### src/rtl/jk_pkg.sv
// Shared types and helpers for the JK excitation driver: FSM states, the
// JK excitation table and the JK next-state equation.
package jk_pkg;

    typedef enum logic [1:0] {
        IDLE  = 2'd0,
        DRIVE = 2'd1,
        HOLD  = 2'd2
    } drv_state_t;

    // Returns {J,K} that moves a JK flop from q to t; don't-care bits take fill.
    function automatic logic [1:0] jk_excite(input logic q, input logic t, input logic fill);
        logic [1:0] w_jk;
        case ({q, t})
            2'b00:   w_jk = {1'b0, fill};
            2'b01:   w_jk = {1'b1, fill};
            2'b10:   w_jk = {fill, 1'b1};
            default: w_jk = {fill, 1'b0};
        endcase
        return w_jk;
    endfunction

    function automatic logic jk_next(input logic q, input logic j, input logic k);
        logic w_q;
        case ({j, k})
            2'b00:   w_q = q;
            2'b10:   w_q = 1'b1;
            2'b01:   w_q = 1'b0;
            default: w_q = ~q;
        endcase
        return w_q;
    endfunction

endpackage

### src/rtl/jk_target_fifo.sv
// DEPTH x 1-bit target FIFO with occupancy count; pointers wrap naturally
// because DEPTH is a power of two.
module jk_target_fifo #(
    parameter int DEPTH = 4,
    parameter int LVL_W = $clog2(DEPTH) + 1
) (
    input  logic             clock,
    input  logic             clear,
    input  logic             i_push,
    input  logic             i_pushData,
    input  logic             i_pop,
    output logic             o_popData,
    output logic [LVL_W-1:0] o_level
);

    localparam int PTR_W = (DEPTH > 1) ? $clog2(DEPTH) : 1;

    logic             r_mem [DEPTH];
    logic [PTR_W-1:0] r_wrPtr;
    logic [PTR_W-1:0] r_rdPtr;
    logic [LVL_W-1:0] r_level;

    always_ff @(posedge clock or posedge clear) begin
        if (clear) begin
            r_wrPtr <= '0;
            r_rdPtr <= '0;
            r_level <= '0;
        end else begin
            if (i_push) r_wrPtr <= r_wrPtr + 1'b1;
            if (i_pop)  r_rdPtr <= r_rdPtr + 1'b1;
            case ({i_push, i_pop})
                2'b10:   r_level <= r_level + 1'b1;
                2'b01:   r_level <= r_level - 1'b1;
                default: r_level <= r_level;
            endcase
        end
    end

    // Storage needs no reset: occupancy alone decides what is valid.
    always_ff @(posedge clock) begin
        if (i_push) r_mem[r_wrPtr] <= i_pushData;
    end

    assign o_popData = r_mem[r_rdPtr];
    assign o_level   = r_level;

endmodule

### src/rtl/jk_excitation_driver.sv
// Drives J/K of an external JK flop so its Q follows a queue of target values,
// and watches the fed-back Q against an internal JK model.
module jk_excitation_driver
    import jk_pkg::*;
#(
    parameter int DEPTH = 4,
    parameter int ERR_W = 8
) (
    input  logic                     clock,
    input  logic                     clear,
    input  logic                     tgt_valid,
    output logic                     tgt_ready,
    input  logic                     tgt_q,
    input  logic                     mode,
    input  logic                     pause,
    output logic                     J,
    output logic                     K,
    input  logic                     q_obs,
    output logic                     q_model,
    output logic [$clog2(DEPTH):0]   level,
    output logic                     mismatch,
    output logic [ERR_W-1:0]         err_count
);

    localparam int LVL_W = $clog2(DEPTH) + 1;

    drv_state_t       r_state;
    logic             r_j;
    logic             r_k;
    logic             r_qModel;
    logic             r_armed;
    logic             r_mismatch;
    logic [ERR_W-1:0] r_errCount;

    logic             w_push;
    logic             w_pop;
    logic             w_popData;
    logic [LVL_W-1:0] w_level;
    logic             w_qNext;
    logic [1:0]       w_excite;

    assign tgt_ready = r_armed && (w_level < LVL_W'(DEPTH));
    assign w_push    = tgt_valid && tgt_ready;
    assign w_pop     = (r_state == DRIVE) && (w_level != '0) && !pause;

    // Excitation is taken from the Q the flop will hold after this edge, so
    // back-to-back pops chain correctly through the one-cycle J/K register.
    assign w_qNext   = jk_next(r_qModel, r_j, r_k);
    assign w_excite  = jk_excite(w_qNext, w_popData, mode);

    jk_target_fifo #(
        .DEPTH (DEPTH),
        .LVL_W (LVL_W)
    ) u_fifo (
        .clock      (clock),
        .clear      (clear),
        .i_push     (w_push),
        .i_pushData (tgt_q),
        .i_pop      (w_pop),
        .o_popData  (w_popData),
        .o_level    (w_level)
    );

    always_ff @(posedge clock or posedge clear) begin
        if (clear) begin
            r_state <= IDLE;
            r_j     <= 1'b0;
            r_k     <= 1'b0;
        end else begin
            if (w_pop) begin
                r_j <= w_excite[1];
                r_k <= w_excite[0];
            end else begin
                r_j <= 1'b0;
                r_k <= 1'b0;
            end
            case (r_state)
                IDLE: begin
                    if (pause)                 r_state <= HOLD;
                    else if (w_level != '0)    r_state <= DRIVE;
                end
                DRIVE: begin
                    if (pause)
                        r_state <= HOLD;
                    else if ((w_level <= LVL_W'(1)) && !w_push)
                        r_state <= IDLE;
                end
                HOLD: begin
                    if (!pause) r_state <= (w_level != '0) ? DRIVE : IDLE;
                end
                default: r_state <= IDLE;
            endcase
        end
    end

    // The external flop shares clear, so comparison starts one edge after release.
    always_ff @(posedge clock or posedge clear) begin
        if (clear) begin
            r_qModel   <= 1'b0;
            r_armed    <= 1'b0;
            r_mismatch <= 1'b0;
            r_errCount <= '0;
        end else begin
            r_qModel <= w_qNext;
            r_armed  <= 1'b1;
            if (r_armed && (q_obs != r_qModel)) begin
                r_mismatch <= 1'b1;
                if (r_errCount != {ERR_W{1'b1}}) r_errCount <= r_errCount + 1'b1;
            end
        end
    end

    assign J         = r_j;
    assign K         = r_k;
    assign q_model   = r_qModel;
    assign level     = w_level;
    assign mismatch  = r_mismatch;
    assign err_count = r_errCount;

endmodule

### config.mk
export PLATFORM = sky130hd
export DESIGN_NAME = jk_excitation_driver
export DESIGN_NICKNAME = d
export VERILOG_FILES = /design/src/rtl/jk_pkg.sv /design/src/rtl/jk_target_fifo.sv /design/src/rtl/jk_excitation_driver.sv
export SDC_FILE = /design/constraint.sdc
export NUM_CORES = 1
export LEC_CHECK = 0
export BUFFER_PORTS_ARGS = -buffer_cell sky130_fd_sc_hd__buf_2
export CELL_PAD_IN_SITES_DETAIL_PLACEMENT = 1
export CELL_PAD_IN_SITES_GLOBAL_PLACEMENT = 1
export CORE_ASPECT_RATIO = 1.25
export CORE_MARGIN = 4
export CORE_UTILIZATION = 29
export DETAILED_ROUTE_END_ITERATION = 16
export PLACE_DENSITY = 0.66
export SLEW_MARGIN = 0
export SYNTH_ARGS = -nofsm -noshare
export SYNTH_HDL_FRONTEND = slang
export SYNTH_SLANG_ARGS = --single-unit
### constraint.sdc
create_clock -name clock -period 1.6 [get_ports clock]
set_input_delay 0.24 -clock clock [delete_from_list [all_inputs] [get_ports clock]]
set_output_delay 0.24 -clock clock [all_outputs]
set_load 0.01 [all_outputs]
[After elaboration in Yosys (flattened, before gate mapping)]
Memory sizes are Yosys's and may differ from the RTL's.
Index checks and enable logic that the tools add are counted.
Operators by class
  $add $sub $neg: 5
  magnitude comparators: 2
  equal/unequal tests: 13
  muxes and demuxes: 14
  bitwise operators: 1
  reductions and logical operators: 15
Operators by type and width (count)
  $pmux 2 s3: 2
  $mux 2: 5
  $add 8x1->8 const B: 1
  $eq 2x1->1 const B: 4
  $eq 2x2->1 const B: 4
  $ne 8x8->1 const B: 1
  $logic_and 1x1->1: 6
  $logic_not 2->1: 3
  $pmux 3 s2: 1
  $mux 1: 5
  $add 2x1->2 const B: 2
  $add 3x1->3 const B: 1
  $le 3x1->1 const B: 1
  $lt 3x3->1 const B: 1
  $ne 3x2->1 const B: 1
  $ne 3x3->1 const B: 1
  $pmux 1 s3: 1
  $reduce_and 3->1: 1
  $reduce_bool 3->1: 1
  $sub 3x1->3 const B: 1
  $logic_not 1->1: 2
  $ne 2x2->1 const B: 1
  $reduce_and 2->1: 1
  $reduce_bool 2->1: 1
  2 further kinds: 2
Word-level totals
  register bits after elaboration: 22
  RAM bits: 4
  bits of input ports: 7
  output and inout port bits: 16
  logic and storage cells: 61
  memories: 1
Memory list
  u_fifo.r_mem: words 4, bits a word 1, read ports 1, clocked after Yosys merged registers in 0, wr ports 1, RTL line jk_target_fifo.sv:18  | logic r_mem [DEPTH];

[Longest topological paths before layout]
  depth in word-level cells: 8
  mapped depth: 9

[By module]
Synthesis repeated with hierarchy kept, for this count alone.
Unflattened totals
  cells, all modules: 107
  area, all modules: 1258.7 µm²
By module, submodules not included
  jk_excitation_driver: instances 1, cells an instance 70, area an instance 738.2 µm², seq. area each 375.4 µm²
  jk_target_fifo: instances 1, cells an instance 37, area an instance 520.5 µm², seq. area each 295.3 µm²

[Worst setup path before layout]
Ideal clock, no wire load.
  kind: register to register
  start: reg u_fifo.r_level[0] (netlist: u_fifo.o_level[0])
  end: reg u_fifo.r_level[2] (netlist: u_fifo.o_level[2])
  setup time: 128 ps
  arrival: 1594 ps
  data required time: 1472 ps
  slack: -122 ps
  stages on the path, launching flop included: 10
  clock period less this slack: 1722 ps
  path through: dfrtp_1 inv_1 ha_1 nand2b_1 nand3_1 inv_1 ha_1 mux2i_1 nor2_1 xor2_1
On the way
  word-level cells in the longest chain between the ends: 5
  elaborated cells on any way between the ends: 12
  classes of those cells: 2 x add/sub; 1 x order compare; 2 x eq/ne; 1 x mux; 6 x reduce/logical
Ends and longest elaborated chain
  from (decl): RTL line jk_target_fifo.sv:21  | logic [LVL_W-1:0] r_level;
  from (signal assigned): RTL line jk_target_fifo.sv:32  | 2'b10: r_level <= r_level + 1'b1;
  from (signal assigned): RTL line jk_target_fifo.sv:33  | 2'b01: r_level <= r_level - 1'b1;
  from (signal assigned): RTL line jk_target_fifo.sv:34  | default: r_level <= r_level;
  $reduce_bool 3->1 *: RTL line jk_excitation_driver.sv:44  | assign w_pop = (r_state == DRIVE) && (w_level != '0) && !pause;
  $logic_and 1x1->1 * (2 in series): RTL line jk_excitation_driver.sv:44
  named net u_fifo.i_pop: RTL line jk_target_fifo.sv:11  | input logic i_pop,
  $eq 2x1->1 / $eq 2x2->1 (equally long branches): RTL line jk_target_fifo.sv:31  | case ({i_push, i_pop})
  $pmux 3 s2 / $reduce_bool 2->1 (equally long branches)
Mark *: on every way through the listed nets, which the timed path passes. The rest lies on a longest branch.
A chain may end at the register's enable or synchronous reset.

[Worst setup path after layout]
  start: reg r_errCount[4] (netlist: err_count[4])
  end: reg r_errCount[7] (netlist: err_count[7])
On the way
  word-level cells in the longest chain between the ends: 2
  elaborated cells on any way between the ends: 3
  classes of those cells: 1 x add/sub; 1 x eq/ne; 1 x reduce/logical
Ends and longest elaborated chain
  from (decl): RTL line jk_excitation_driver.sv:33  | logic [ERR_W-1:0] r_errCount;
  from (signal assigned): RTL line jk_excitation_driver.sv:108  | if (r_errCount != {ERR_W{1'b1}}) r_errCount <= r_errCount + 1'b1;
  branches (longest 2 deep; another with $add 8x1->8)
Parallel ways; which one is timed is not known.

==> metrics.txt <==
outcome=finished clean; WS Path Type=flip-flop to flip-flop; WL met3=between 100 and 150 um; Worst R2R Setup Slack=70 ps; FF/Latch Area=673.1 um2; first-pass GRT wire length=just under 5000 um; worst reg2reg path startpoint=err_count[4]; Syn Nets=132; largest net degree at the start of global routing=23; Post-DP HPWL=2245 um; Register-to-Register Path Depth=3; routed length on met2=approximately 1600 um; Hold Path Origin=pause; highest metal used=met4; PortBufs=22; post-layout util=0.3933; HP Class=input port to flip-flop; vias in the first global route=between 1,000 and 1,500; Worst path slowest cell=dfrtp_1; WL met1=about 1200 um; layout filler cell count=between 500 and 600; Inserted Clock Buffers=3; initial DRC count=26; launching element type of the critical path=flip-flop; nets=about 170; ANT cells=0; total grt overflow=0; Layout area overhead=30.24%; IO Pins=23; CP endpoint kind=flip-flop; async set or reset register ratio after synthesis=0.8462; WHS Path Cells=2; post-route minimum period=about 1500 ps; Slew Limit Fails=0; DRC=0; Die H=about 84 um; Final Hold Viols=0; Post-synth EDFFs=4; CTS H-tree depth=1; CP Data Required Time=approximately 1800 ps; clock root buffer=clkbuf_8; clock skew=between 8 and 9 ps; DRT antenna net count=0; CP max stage delay=roughly 430 ps; detail-routed via count per cell=approximately 4.7; post-synthesis cell type count=37; hold path endpoint=r_state[0]; Netlist Area Pre-Place=0.001336 mm2; max-cap viol count=0; CTS tree=yes; Std-Cell Core Area=about 0.0044 mm2; clock slew at reported path FFs=90 ps; maximum VDD drop=around 0.00077 V; DR WL/cell=13.73 um; Cell Rows=27; drt pass-1 iters=2; Multi-input gate area=669.4 um2; critical-path cell list=nand3_1 > nor4_1 > mux2_2; Final Cycle Share=0.9553; final total power=about 3.0 mW; Leakage=0.8048 nW; Yosys warning total=0; register area share after synthesis=0.5019; Worst EP arrival=about 1700 ps; Worst R2R End=err_count[7]; Clk Latency, worst-skew pair=270 ps; Post-Syn Area per Cell=~12 um2; Main synth FF type=dfrtp_1; Yosys reg bits=26; Initial Util=0.3020; Final GP Congestion=between 0.7 and 0.8; PD cells=1698 mW/mm2; worst-path fanout max=5; layout cells sized above 1=0.3846; Final Setup Violations=0; Sinks on Clock Net=26; gr usage total=0.1104; Max Clk Rate=0.6542 GHz; initial antenna violation count=0; DR vias=~1,000; Die Area=between 0.005 and 0.006 mm2; clock tree buffer depth=2; Die Wd=68.72 um; Mapped Cells=around 120; final wirelength=around 2900 um
==> worst max-delay path by stage <==
stage / from / cells after the start / to / slack, ps
global route: u_fifo.o_level[1] / 9 / u_fifo.o_level[2] / -10
CTS: err_count[0] / 4 / err_count[1] / 30
floorplan: u_fifo.o_level[0] / 9 / u_fifo.o_level[2] / 10
detailed placement: u_fifo.o_level[1] / 9 / u_fifo.o_level[2] / 6
global placement: err_count[0] / 4 / err_count[1] / 60
finish: err_count[4] / 3 / err_count[7] / 70
==> layout make-up <==
class,instances,area share
Clock buffer,4,0.03163
Sequential cell,26,0.3868
Timing Repair Buffer,38,0.1337
Tap cell,58,0.04170
Inverter,10,0.02157
Multi-Input combinational cell,78,0.3846
==> metrics by stage <==
step | TNS (ps) | hold WS, ps | instances | setup WS, ps | area, um2
4_1_cts | 0 | 144.9 | 210 | 30.14 | 1675
3_5_place_dp | 0 | 298.5 | 204 | 6.263 | 1603
6_report | 0 | 146.5 | 214 | 71.49 | 1740
3_3_place_gp | 0 | 293.4 | 204 | 63.03 | 1603
5_1_grt | -14.31 | 136.7 | 214 | -14.31 | 1740
2_1_floorplan | 0 | 229.1 | 115 | 11.71 | 1353
==> kinds of logic (layout without fill, tap and decap cells) <==
kind of cell / Yosys count / in the layout / synth area share
flip-flops: 26 / 26 / 0.5019
other: 1 / 1 / 0.002806
multiplexers: 7 / 7 / 0.06929
buffers and inverters: 11 / 52 / 0.03183
AND/OR/NAND/NOR: 34 / 34 / 0.1479
XOR/XNOR: 10 / 10 / 0.06555
adder cells (fa/ha/maj): 10 / 10 / 0.09363
AO/OA/AOI/OAI: 16 / 16 / 0.08709
==> critical path: cells and delay by family (launching register included) <==
kind          cells  cell delay [ps]
simple gates      2              620
mux               1              370
flops             1              430
==> registers in the layout, indices dropped and copies added, names as in the netlist <==
signal	count
u_fifo.o_level	3
K	1
u_fifo.r_rdPtr	2
J	1
r_state	2
r_armed	1
mismatch	1
u_fifo.r_wrPtr	2
q_model	1
u_fifo.r_mem	4
err_count	8
==> cell usage in the layout (no fill, tap or decap), types with 4 or more instances in the layout <==
cell	instances
a21oi_1	4
and3_1	4
buf_2	22
buf_4	15
clkbuf_8	4
dfrtp_1	20
edfxtp_1	4
ha_1	7
inv_1	7
mux2_2	5
nand2_1	7
xnor2_1	7
==> power breakdown <==
group          switching [mW]  leakage, nW  total, mW  internal, mW
clock                   0.208       0.0288      0.428         0.220
combinational           0.701        0.476       1.42         0.720
sequential              0.206        0.300       1.11         0.902
total                    1.11        0.805       2.96          1.84
==> cell usage after synthesis, drive strengths merged (2+ instances only) <==
library cell,instances,share of area
dfrtp,22,0.41
ha,10,0.094
inv,10,0.028
nand2,7,0.020
xnor2,7,0.046
mux2,5,0.042
a21oi,4,0.015
and3,4,0.019
edfxtp,4,0.090
nand3,4,0.015
nor2b,3,0.014
o21ai,3,0.011
xor2,3,0.020
nand2b,2,0.0094
nand4,2,0.0094
nor2,2,0.0056
nor3,2,0.0075
nor4,2,0.0094
==> per-layer routing <==
metal,vias up,global-route usage
li1,481,-
met1,490,0.1179
met2,21,0.2033
met3,4,0.02426
met4,0,0.03723
met5,-,0
==> repair_timing <==
| item | CTS | global route |
|---|---|---|
| resized for setup | 0 | 6 |
| pin swaps | 0 | 3 |
| endpoints found under the setup margin | 1 | 2 |
| endpoints found under the hold margin | 15 | 0 |
| hold buffers | 1 | 0 |
| setup buffers | 1 | 4 |
Power figures use the tool's default switching activity.
